===== config.mk =====
export PLATFORM = sky130hd
export DESIGN_NAME = riscv_csr_unit_flat
export DESIGN_NICKNAME = d
export VERILOG_FILES = /design/src/rtl/riscv_csr_unit_pkg.sv /design/src/rtl/riscv_csr_unit_if.sv /design/src/rtl/riscv_counter64.sv /design/src/rtl/riscv_csr_unit.sv /design/src/flat_wrapper.sv
export SDC_FILE = /design/constraint.sdc
export NUM_CORES = 1
export LEC_CHECK = 0
export CAP_MARGIN = 20
export CORE_MARGIN = 2
export CORE_UTILIZATION = 54
export CTS_CLUSTER_DIAMETER = 50
export DETAILED_ROUTE_END_ITERATION = 6
export HOLD_SLACK_MARGIN = 0.03
export PLACE_DENSITY = 0.74
export SLEW_MARGIN = 20
export SYNTH_ARGS = -nofsm -noshare
export SYNTH_HDL_FRONTEND = slang
export SYNTH_SLANG_ARGS = --single-unit

===== constraint.sdc =====
create_clock -name clk -period 2.1 [get_ports clk]
set_input_delay 0.21 -clock clk [delete_from_list [all_inputs] [get_ports clk]]
set_output_delay 0.21 -clock clk [all_outputs]
set_load 0.01 [all_outputs]

===== src/rtl/riscv_csr_unit_pkg.sv =====
// Shared types for the RV32 Zicsr/Zicntr CSR unit: op encodings, CSR addresses,
// FP field widths and the accrued-exception flag layout.
package riscv_csr_unit_pkg;

  localparam int unsigned RISCV_XLEN = 32;
  localparam int unsigned FFLAGS_LEN = 5;
  localparam int unsigned FRM_LEN    = 3;

  typedef enum logic [2:0] {
    CSRRW  = 3'b001,
    CSRRS  = 3'b010,
    CSRRC  = 3'b011,
    CSRRWI = 3'b101,
    CSRRSI = 3'b110,
    CSRRCI = 3'b111
  } csr_op_e;

  typedef enum logic [11:0] {
    CSR_FFLAGS   = 12'h001,
    CSR_FRM      = 12'h002,
    CSR_FCSR     = 12'h003,
    CSR_MCYCLE   = 12'hB00,
    CSR_MTIME    = 12'hB01,
    CSR_MINSTRET = 12'hB02,
    CSR_MCYCLEH  = 12'hB80,
    CSR_MTIMEH   = 12'hB81,
    CSR_MINSTRETH= 12'hB82,
    CSR_CYCLE    = 12'hC00,
    CSR_TIME     = 12'hC01,
    CSR_INSTRET  = 12'hC02,
    CSR_CYCLEH   = 12'hC80,
    CSR_TIMEH    = 12'hC81,
    CSR_INSTRETH = 12'hC82
  } csr_address_e;

  typedef struct packed {
    logic nv;
    logic dz;
    logic of;
    logic uf;
    logic nx;
  } fflags_t;

endpackage


===== src/rtl/riscv_csr_unit_if.sv =====
// CSR request/response bundle between decode/execute (master) and the CSR unit (slave).
interface riscv_csr_unit_if
  import riscv_csr_unit_pkg::*;
#(
  parameter int unsigned XLEN = RISCV_XLEN
) ();

  logic            csr_valid;
  logic [11:0]     csr_addr;
  logic [2:0]      csr_funct3;
  logic [XLEN-1:0] csr_rs1_data;
  logic [4:0]      csr_rs1_field;
  logic [XLEN-1:0] csr_rdata;
  logic            csr_rvalid;
  logic            csr_illegal;

  modport master (
    output csr_valid, csr_addr, csr_funct3, csr_rs1_data, csr_rs1_field,
    input  csr_rdata, csr_rvalid, csr_illegal
  );

  modport slave (
    input  csr_valid, csr_addr, csr_funct3, csr_rs1_data, csr_rs1_field,
    output csr_rdata, csr_rvalid, csr_illegal
  );

endinterface


===== src/rtl/riscv_counter64.sv =====
// 64-bit event counter with independent 32-bit half loads; a load beats the increment.
module riscv_counter64 (
  input  logic        clk,
  input  logic        rst_n,
  input  logic        inc,
  input  logic        load_lo,
  input  logic        load_hi,
  input  logic [31:0] load_data,
  output logic [63:0] value
);

  always_ff @(posedge clk or negedge rst_n) begin
    if (!rst_n) begin
      value <= '0;
    end else if (load_lo || load_hi) begin
      value <= {load_hi ? load_data : value[63:32],
                load_lo ? load_data : value[31:0]};
    end else if (inc) begin
      value <= value + 64'd1;
    end
  end

endmodule


===== src/rtl/riscv_csr_unit.sv =====
// RV32 Zicsr/Zicntr CSR file: FFLAGS/FRM/FCSR plus CYCLE/TIME/INSTRET counters.
// Define CSR_COUNTER_WRITE_EN to expose the counters as writable at 0xB00-0xB82.
module riscv_csr_unit
  import riscv_csr_unit_pkg::*;
#(
  parameter int unsigned TIME_DIV = 1,
  parameter int unsigned XLEN     = RISCV_XLEN
) (
  input  logic                  clk,
  input  logic                  rst_n,
  riscv_csr_unit_if.slave       csr,
  input  logic                  retire,
  input  logic [FFLAGS_LEN-1:0] fflags_set,
  input  logic                  fflags_valid,
  output logic [FRM_LEN-1:0]    frm
);

  logic            req_valid;
  logic            req_wr;
  logic [11:0]     req_addr;
  logic [1:0]      req_op;
  logic [XLEN-1:0] req_src;

  fflags_t            fflags_q;
  logic [FRM_LEN-1:0] frm_q;
  logic [31:0]        presc;
  logic               presc_wrap;
  logic [63:0]        cycle_val, time_val, instret_val, cnt_val;
  logic [2:0]         cnt_ld_lo, cnt_ld_hi;

  logic               cnt_page, is_cnt, known, illegal_c, do_wr;
  logic               fflags_wr, frm_wr;
  logic [XLEN-1:0]    old_val, wr_val;

  // Access is captured here and executed on the following edge.
  always_ff @(posedge clk or negedge rst_n) begin
    if (!rst_n) begin
      req_valid <= 1'b0;
      req_wr    <= 1'b0;
      req_addr  <= '0;
      req_op    <= '0;
      req_src   <= '0;
    end else begin
      req_valid <= csr.csr_valid;
      req_wr    <= (csr.csr_funct3[1:0] == 2'b01) || (csr.csr_rs1_field != '0);
      req_addr  <= csr.csr_addr;
      req_op    <= csr.csr_funct3[1:0];
      req_src   <= csr.csr_funct3[2] ? XLEN'(csr.csr_rs1_field) : csr.csr_rs1_data;
    end
  end

  always_comb begin
    cnt_page = (req_addr[11:8] == 4'hC);
`ifdef CSR_COUNTER_WRITE_EN
    cnt_page = cnt_page || (req_addr[11:8] == 4'hB);
`endif
    is_cnt = cnt_page && (req_addr[6:2] == '0) && (req_addr[1:0] != 2'b11);

    case (req_addr[1:0])
      2'd0:    cnt_val = cycle_val;
      2'd1:    cnt_val = time_val;
      default: cnt_val = instret_val;
    endcase

    known   = 1'b1;
    old_val = '0;
    if (is_cnt) begin
      old_val = req_addr[7] ? XLEN'(cnt_val[63:32]) : XLEN'(cnt_val[31:0]);
    end else begin
      case (req_addr)
        CSR_FFLAGS: old_val = XLEN'(fflags_q);
        CSR_FRM:    old_val = XLEN'(frm_q);
        CSR_FCSR:   old_val = XLEN'({frm_q, fflags_q});
        default:    known   = 1'b0;
      endcase
    end

    illegal_c = req_valid && (!known || (req_op == 2'b00) ||
                              (req_wr && (req_addr[11:10] == 2'b11)));
    do_wr     = req_valid && !illegal_c && req_wr;

    case (req_op)
      2'b01:   wr_val = req_src;
      2'b10:   wr_val = old_val | req_src;
      default: wr_val = old_val & ~req_src;
    endcase

    fflags_wr = do_wr && ((req_addr == CSR_FFLAGS) || (req_addr == CSR_FCSR));
    frm_wr    = do_wr && ((req_addr == CSR_FRM) || (req_addr == CSR_FCSR));

    for (int unsigned i = 0; i < 3; i++) begin
      cnt_ld_lo[i] = do_wr && is_cnt && !req_addr[7] && (req_addr[1:0] == 2'(i));
      cnt_ld_hi[i] = do_wr && is_cnt &&  req_addr[7] && (req_addr[1:0] == 2'(i));
    end
  end

  // Same-edge accrual ORs on top of any software write to the flags.
  always_ff @(posedge clk or negedge rst_n) begin
    if (!rst_n) begin
      fflags_q <= '0;
      frm_q    <= '0;
    end else begin
      fflags_q <= (fflags_wr ? wr_val[FFLAGS_LEN-1:0] : fflags_q) |
                  (fflags_valid ? fflags_set : '0);
      if (frm_wr) begin
        frm_q <= (req_addr == CSR_FCSR) ? wr_val[7:5] : wr_val[FRM_LEN-1:0];
      end
    end
  end

  assign frm        = frm_q;
  assign presc_wrap = (presc == TIME_DIV - 1);

  always_ff @(posedge clk or negedge rst_n) begin
    if (!rst_n) begin
      presc <= '0;
    end else if (cnt_ld_lo[1] || cnt_ld_hi[1] || presc_wrap) begin
      presc <= '0;
    end else begin
      presc <= presc + 32'd1;
    end
  end

  riscv_counter64 u_cycle (
    .clk(clk), .rst_n(rst_n), .inc(1'b1),
    .load_lo(cnt_ld_lo[0]), .load_hi(cnt_ld_hi[0]), .load_data(wr_val[31:0]),
    .value(cycle_val)
  );

  riscv_counter64 u_time (
    .clk(clk), .rst_n(rst_n), .inc(presc_wrap),
    .load_lo(cnt_ld_lo[1]), .load_hi(cnt_ld_hi[1]), .load_data(wr_val[31:0]),
    .value(time_val)
  );

  riscv_counter64 u_instret (
    .clk(clk), .rst_n(rst_n), .inc(retire),
    .load_lo(cnt_ld_lo[2]), .load_hi(cnt_ld_hi[2]), .load_data(wr_val[31:0]),
    .value(instret_val)
  );

  always_ff @(posedge clk or negedge rst_n) begin
    if (!rst_n) begin
      csr.csr_rdata   <= '0;
      csr.csr_rvalid  <= 1'b0;
      csr.csr_illegal <= 1'b0;
    end else begin
      csr.csr_rvalid  <= req_valid;
      csr.csr_illegal <= illegal_c;
      if (req_valid) begin
        csr.csr_rdata <= illegal_c ? '0 : old_val;
      end
    end
  end

endmodule


===== src/flat_wrapper.sv =====
// flat-port wrapper written by rule: the top's interface ports become plain ports
module riscv_csr_unit_flat import riscv_csr_unit_pkg::*;
#(
  parameter int unsigned TIME_DIV = 1,
  parameter int unsigned XLEN     = RISCV_XLEN
)
  (clk, rst_n, retire, fflags_set, fflags_valid, frm, csr_csr_valid, csr_csr_addr, csr_csr_funct3, csr_csr_rs1_data, csr_csr_rs1_field, csr_csr_rdata, csr_csr_rvalid, csr_csr_illegal);
  riscv_csr_unit_if #(.XLEN(XLEN)) csr_i ();
  input  logic clk;
  input  logic rst_n;
  input  logic retire;
  input  logic [FFLAGS_LEN-1:0] fflags_set;
  input  logic fflags_valid;
  output logic [FRM_LEN-1:0] frm;
  input wire logic [$bits(csr_i.csr_valid)-1:0] csr_csr_valid;
  input wire logic [$bits(csr_i.csr_addr)-1:0] csr_csr_addr;
  input wire logic [$bits(csr_i.csr_funct3)-1:0] csr_csr_funct3;
  input wire logic [$bits(csr_i.csr_rs1_data)-1:0] csr_csr_rs1_data;
  input wire logic [$bits(csr_i.csr_rs1_field)-1:0] csr_csr_rs1_field;
  output wire logic [$bits(csr_i.csr_rdata)-1:0] csr_csr_rdata;
  output wire logic [$bits(csr_i.csr_rvalid)-1:0] csr_csr_rvalid;
  output wire logic [$bits(csr_i.csr_illegal)-1:0] csr_csr_illegal;
  assign csr_i.csr_valid = csr_csr_valid;
  assign csr_i.csr_addr = csr_csr_addr;
  assign csr_i.csr_funct3 = csr_csr_funct3;
  assign csr_i.csr_rs1_data = csr_csr_rs1_data;
  assign csr_i.csr_rs1_field = csr_csr_rs1_field;
  assign csr_csr_rdata = csr_i.csr_rdata;
  assign csr_csr_rvalid = csr_i.csr_rvalid;
  assign csr_csr_illegal = csr_i.csr_illegal;
  riscv_csr_unit #(.TIME_DIV(TIME_DIV), .XLEN(XLEN)) u_core (.clk(clk), .rst_n(rst_n), .csr(csr_i), .retire(retire), .fflags_set(fflags_set), .fflags_valid(fflags_valid), .frm(frm));
endmodule

==> results.cfg <==
[timing]
timing.clock.skew_ns = 0.0218
finalCriticalPeriod_ns = 2.15
fin_worst_setup_slack_ns = -0.0507
fmax_mhz = 465
maxSlewHeadroom = 0.677
final_min_period_over_clock_period = 1.02
rsz0062_at_grt = true
slew_viol_final = 0
finalSetupTns_ns = -0.122
setup_viol = 3
final_hold_vio_count = 0
worst_margin_slew_ns = 0.485

[worst_setup_path]
r2r_setup_slack_ns = -0.05
worstSetupStartpointType = flop
worst-r2r-cell-count = 6
worst_r2r_startpoint = u_core.req_addr[0]
terminus_of_the_critical_flop_to_flop_path = u_core.fflags_q[4]
worstPathArrival_ns = 2.53
end_kind = flop
required_ns = 2.48
cp_max_fo = 7
critPathKind = flop to flop

[placed_design]
gpl.final_weighted_congestion = 0.912
portBuffers = 74
half_perimeter_wire_length_after_detailed_placement_um = 29100
placed_instances = 1822

[logic_synthesis]
ys_dominant_reg_cell = dfrtp_1
synthDominantAreaCellType = dfrtp_1
async_flop_share = 1.00
netlist.area_leader.share = 0.493
ys_seq_area_frac = 0.493
post_synth.cell_area_avg_um2 = 11.4
synth-edff-count = 0
syn-num-nets = 1359
yosys.cell_count.top_type = dfrtp_1
yosys.cell_types.count = 59
ys_top_cells_by_count = dfrtp_1 (290), xnor2_1 (157), nand3_1 (105), nand4_1 (84), nand2_1 (80)
main_area_contributors_after_synthesis = dfrtp_1 (49%), xnor2_1 (9.3%), mux2_2 (5.3%)
synthesis_stage_register_bit_count = 290
syn-cell-area_mm2 = 0.0147
synthCells = 1289
yosysWarnings = 0

[layout]
diodes = 0
layout-drive-gt1-share = 0.261
finalNetCount = 1605
instances_no_fill = 1902
syn_to_final_growth_pct = 27.3

[pwr]
power.density_mw_per_mm2 = 694
total_leakage_power_nw = 8.38
totalPowerFinal_mw = 13.0
max-vdd-ir-drop_v = 0.000666

[detailed_routing]
route.vias.total = 11665
drtPass1Iterations = 5
route.antenna.remaining_nets = 0
wire_per_inst_um = 21.4
initialDrtViolationCount = 1193
finalWirelength_um = 40600
average_vias_per_placed_instance = 6.13
route.detailed.drc = 0

[clock_network]
clkTransAtPathRegs_ns = 0.06
clock_path_buffers = 3
insertion_delay_to_the_later_sink_of_the_worst_skew_pair_ns = 0.52
clock_sinks = 290
htree_levels = 2
ctsRootBufferMaster = clkbuf_16
tritoncts = built
numCtsBuffers = 37

[min_path]
endpoint_of_the_worst_hold_path = u_core.req_valid
hold_path_startpoint = csr_csr_valid
holdPathStages = 1
holdCritPathClass = input port to flop

[floorplan]
io-pin-count = 99
die_height_um = 169
die_w_um = 169
die-area_mm2 = 0.0286
core_area_mm2 = 0.0269
initial_utilization = 0.548
fp-row-count = 60

[global_routing]
grt_util_met3 = 0.0436
global_route_track_usage_on_met1 = 0.422
first_pass_grt_wire_length_um = 63500
grt_start_max_net_pins = 60
track_usage = 0.283
grt.busiest_layer = met2
grt.met2_usage = 0.434
antenna_violations_before_repair = 0
grt_overflow_total = 0
grt_pass1_vias = 11370

[job]
max-cap-violations = 0

[status]
failed_checks = setup timing
run_status = complete, but fails checks
## flip-flops by register name (all words and copies together), names as in the netlist
name,flops
u_core.csr.csr_illegal,1
u_core.csr.csr_rdata,32
u_core.csr.csr_rvalid,1
u_core.fflags_q,5
u_core.frm,3
u_core.presc,32
u_core.req_addr,12
u_core.req_op,2
u_core.req_src,8
u_core.req_valid,1
u_core.req_wr,1
u_core.u_cycle.value,64
u_core.u_instret.value,64
u_core.u_time.value,64
## per-stage QoR
| step | hold WS (ns) | utilization | instance area (um2) | setup WS [ns] |
|---|---|---|---|---|
| CTS | 0.117 | 0.683 | 18400 | -0.0645 |
| detailed placement | 0.174 | 0.635 | 17100 | -0.0647 |
| global placement | 0.166 | 0.635 | 17100 | -0.0153 |
| global route | 0.116 | 0.697 | 18700 | -0.0973 |
| finish | 0.130 | 0.697 | 18700 | -0.0507 |
| floorplan | -0.0856 | - | 14700 | -0.0383 |
## layout make-up
| cell class | count | area, um2 |
|---|---|---|
| inverters | 28 | 105 |
| repair buffers | 258 | 2320 |
| clock buffers | 53 | 1090 |
| well taps | 341 | 427 |
| flip-flops and latches | 290 | 7260 |
| multi-input cells | 920 | 7400 |
| clock inverters | 12 | 136 |
| fillers | 1913 | 8130 |
## layer usage
metal,routed length (um),up-vias
met2,18600,468
met4,1190,0
met3,3020,96
li1,-,5191
met5,0,-
met1,17800,5910
## worst max-delay path, stage by stage, from the launching register on
cell and delay [ns]:
dfrtp_2 0.44, buf_4 0.21, mux2_2 0.38, mux4_2 0.47
a32o_1 0.24, o21ai_0 0.18, o211ai_1 0.10
## power breakdown
group	leakage, nW	total [mW]	switching [mW]	internal [mW]
Clock	0.592	6.31	2.45	3.87
Sequential	3.89	5.77	0.0796	5.69
Combinational	3.90	0.927	0.501	0.426
## worst max path at each step
stage,start,endpoint,slack [ns],cells past startpoint
CTS,u_core.req_addr[0],u_core.fflags_q[4],-0.06,6
global route,u_core.req_addr[0],u_core.fflags_q[4],-0.1,6
floorplan,u_core.req_addr[0],u_core.csr.csr_rdata[12],-0.04,6
finish,u_core.req_addr[0],u_core.fflags_q[4],-0.05,6
global placement,u_core.req_addr[9],u_core.fflags_q[4],-0.02,6
detailed placement,u_core.req_addr[0],u_core.fflags_q[4],-0.06,6
## repair_timing
item,4_1_cts,5_1_grt
pin swaps,1,28
endpoints found under the setup margin,21,92
gates cloned,0,4
buffers inserted,2,9
hold endpoints to repair,51,0
resized for setup,5,55
hold buffers,1,0
## kinds of logic after synthesis
kind of cell / share of synthesized area
compound gates: 0.0392
buf+inv: 0.0227
xor+xnor: 0.130
mux: 0.109
flops: 0.493
simple gates: 0.200
fa+ha+maj: 0.00680
## cells in the final DEF, fill, tap and decap left out, types with 7 or more instances in the layout
| cell | Yosys | final |
|---|---|---|
| and4_1 | 20 | 20 |
| nor3_1 | 42 | 37 |
| ha_1 | 8 | 7 |
| buf_4 | 4 | 162 |
| a21oi_1 | 13 | 13 |
| nand4_1 | 84 | 84 |
| buf_12 | 0 | 10 |
| a22o_1 | 24 | 24 |
| nor4_1 | 13 | 11 |
| xnor2_1 | 157 | 155 |
| mux2_2 | 69 | 68 |
| nand2_1 | 80 | 80 |
| inv_1 | 28 | 28 |
| mux4_2 | 32 | 32 |
| xor2_1 | 60 | 60 |
| clkdlybuf4s50_1 | 0 | 73 |
| mux2i_1 | 9 | 9 |
| clkbuf_1 | 28 | 8 |
| dfrtp_1 | 290 | 284 |
| and3_1 | 39 | 39 |
| clkbuf_16 | 0 | 41 |
| buf_6 | 0 | 8 |
| nor4_2 | 10 | 9 |
| nand3_1 | 105 | 98 |
| nor2_1 | 54 | 52 |
| and2_1 | 16 | 16 |
Note: power is estimated with default switching activity, not from simulation.
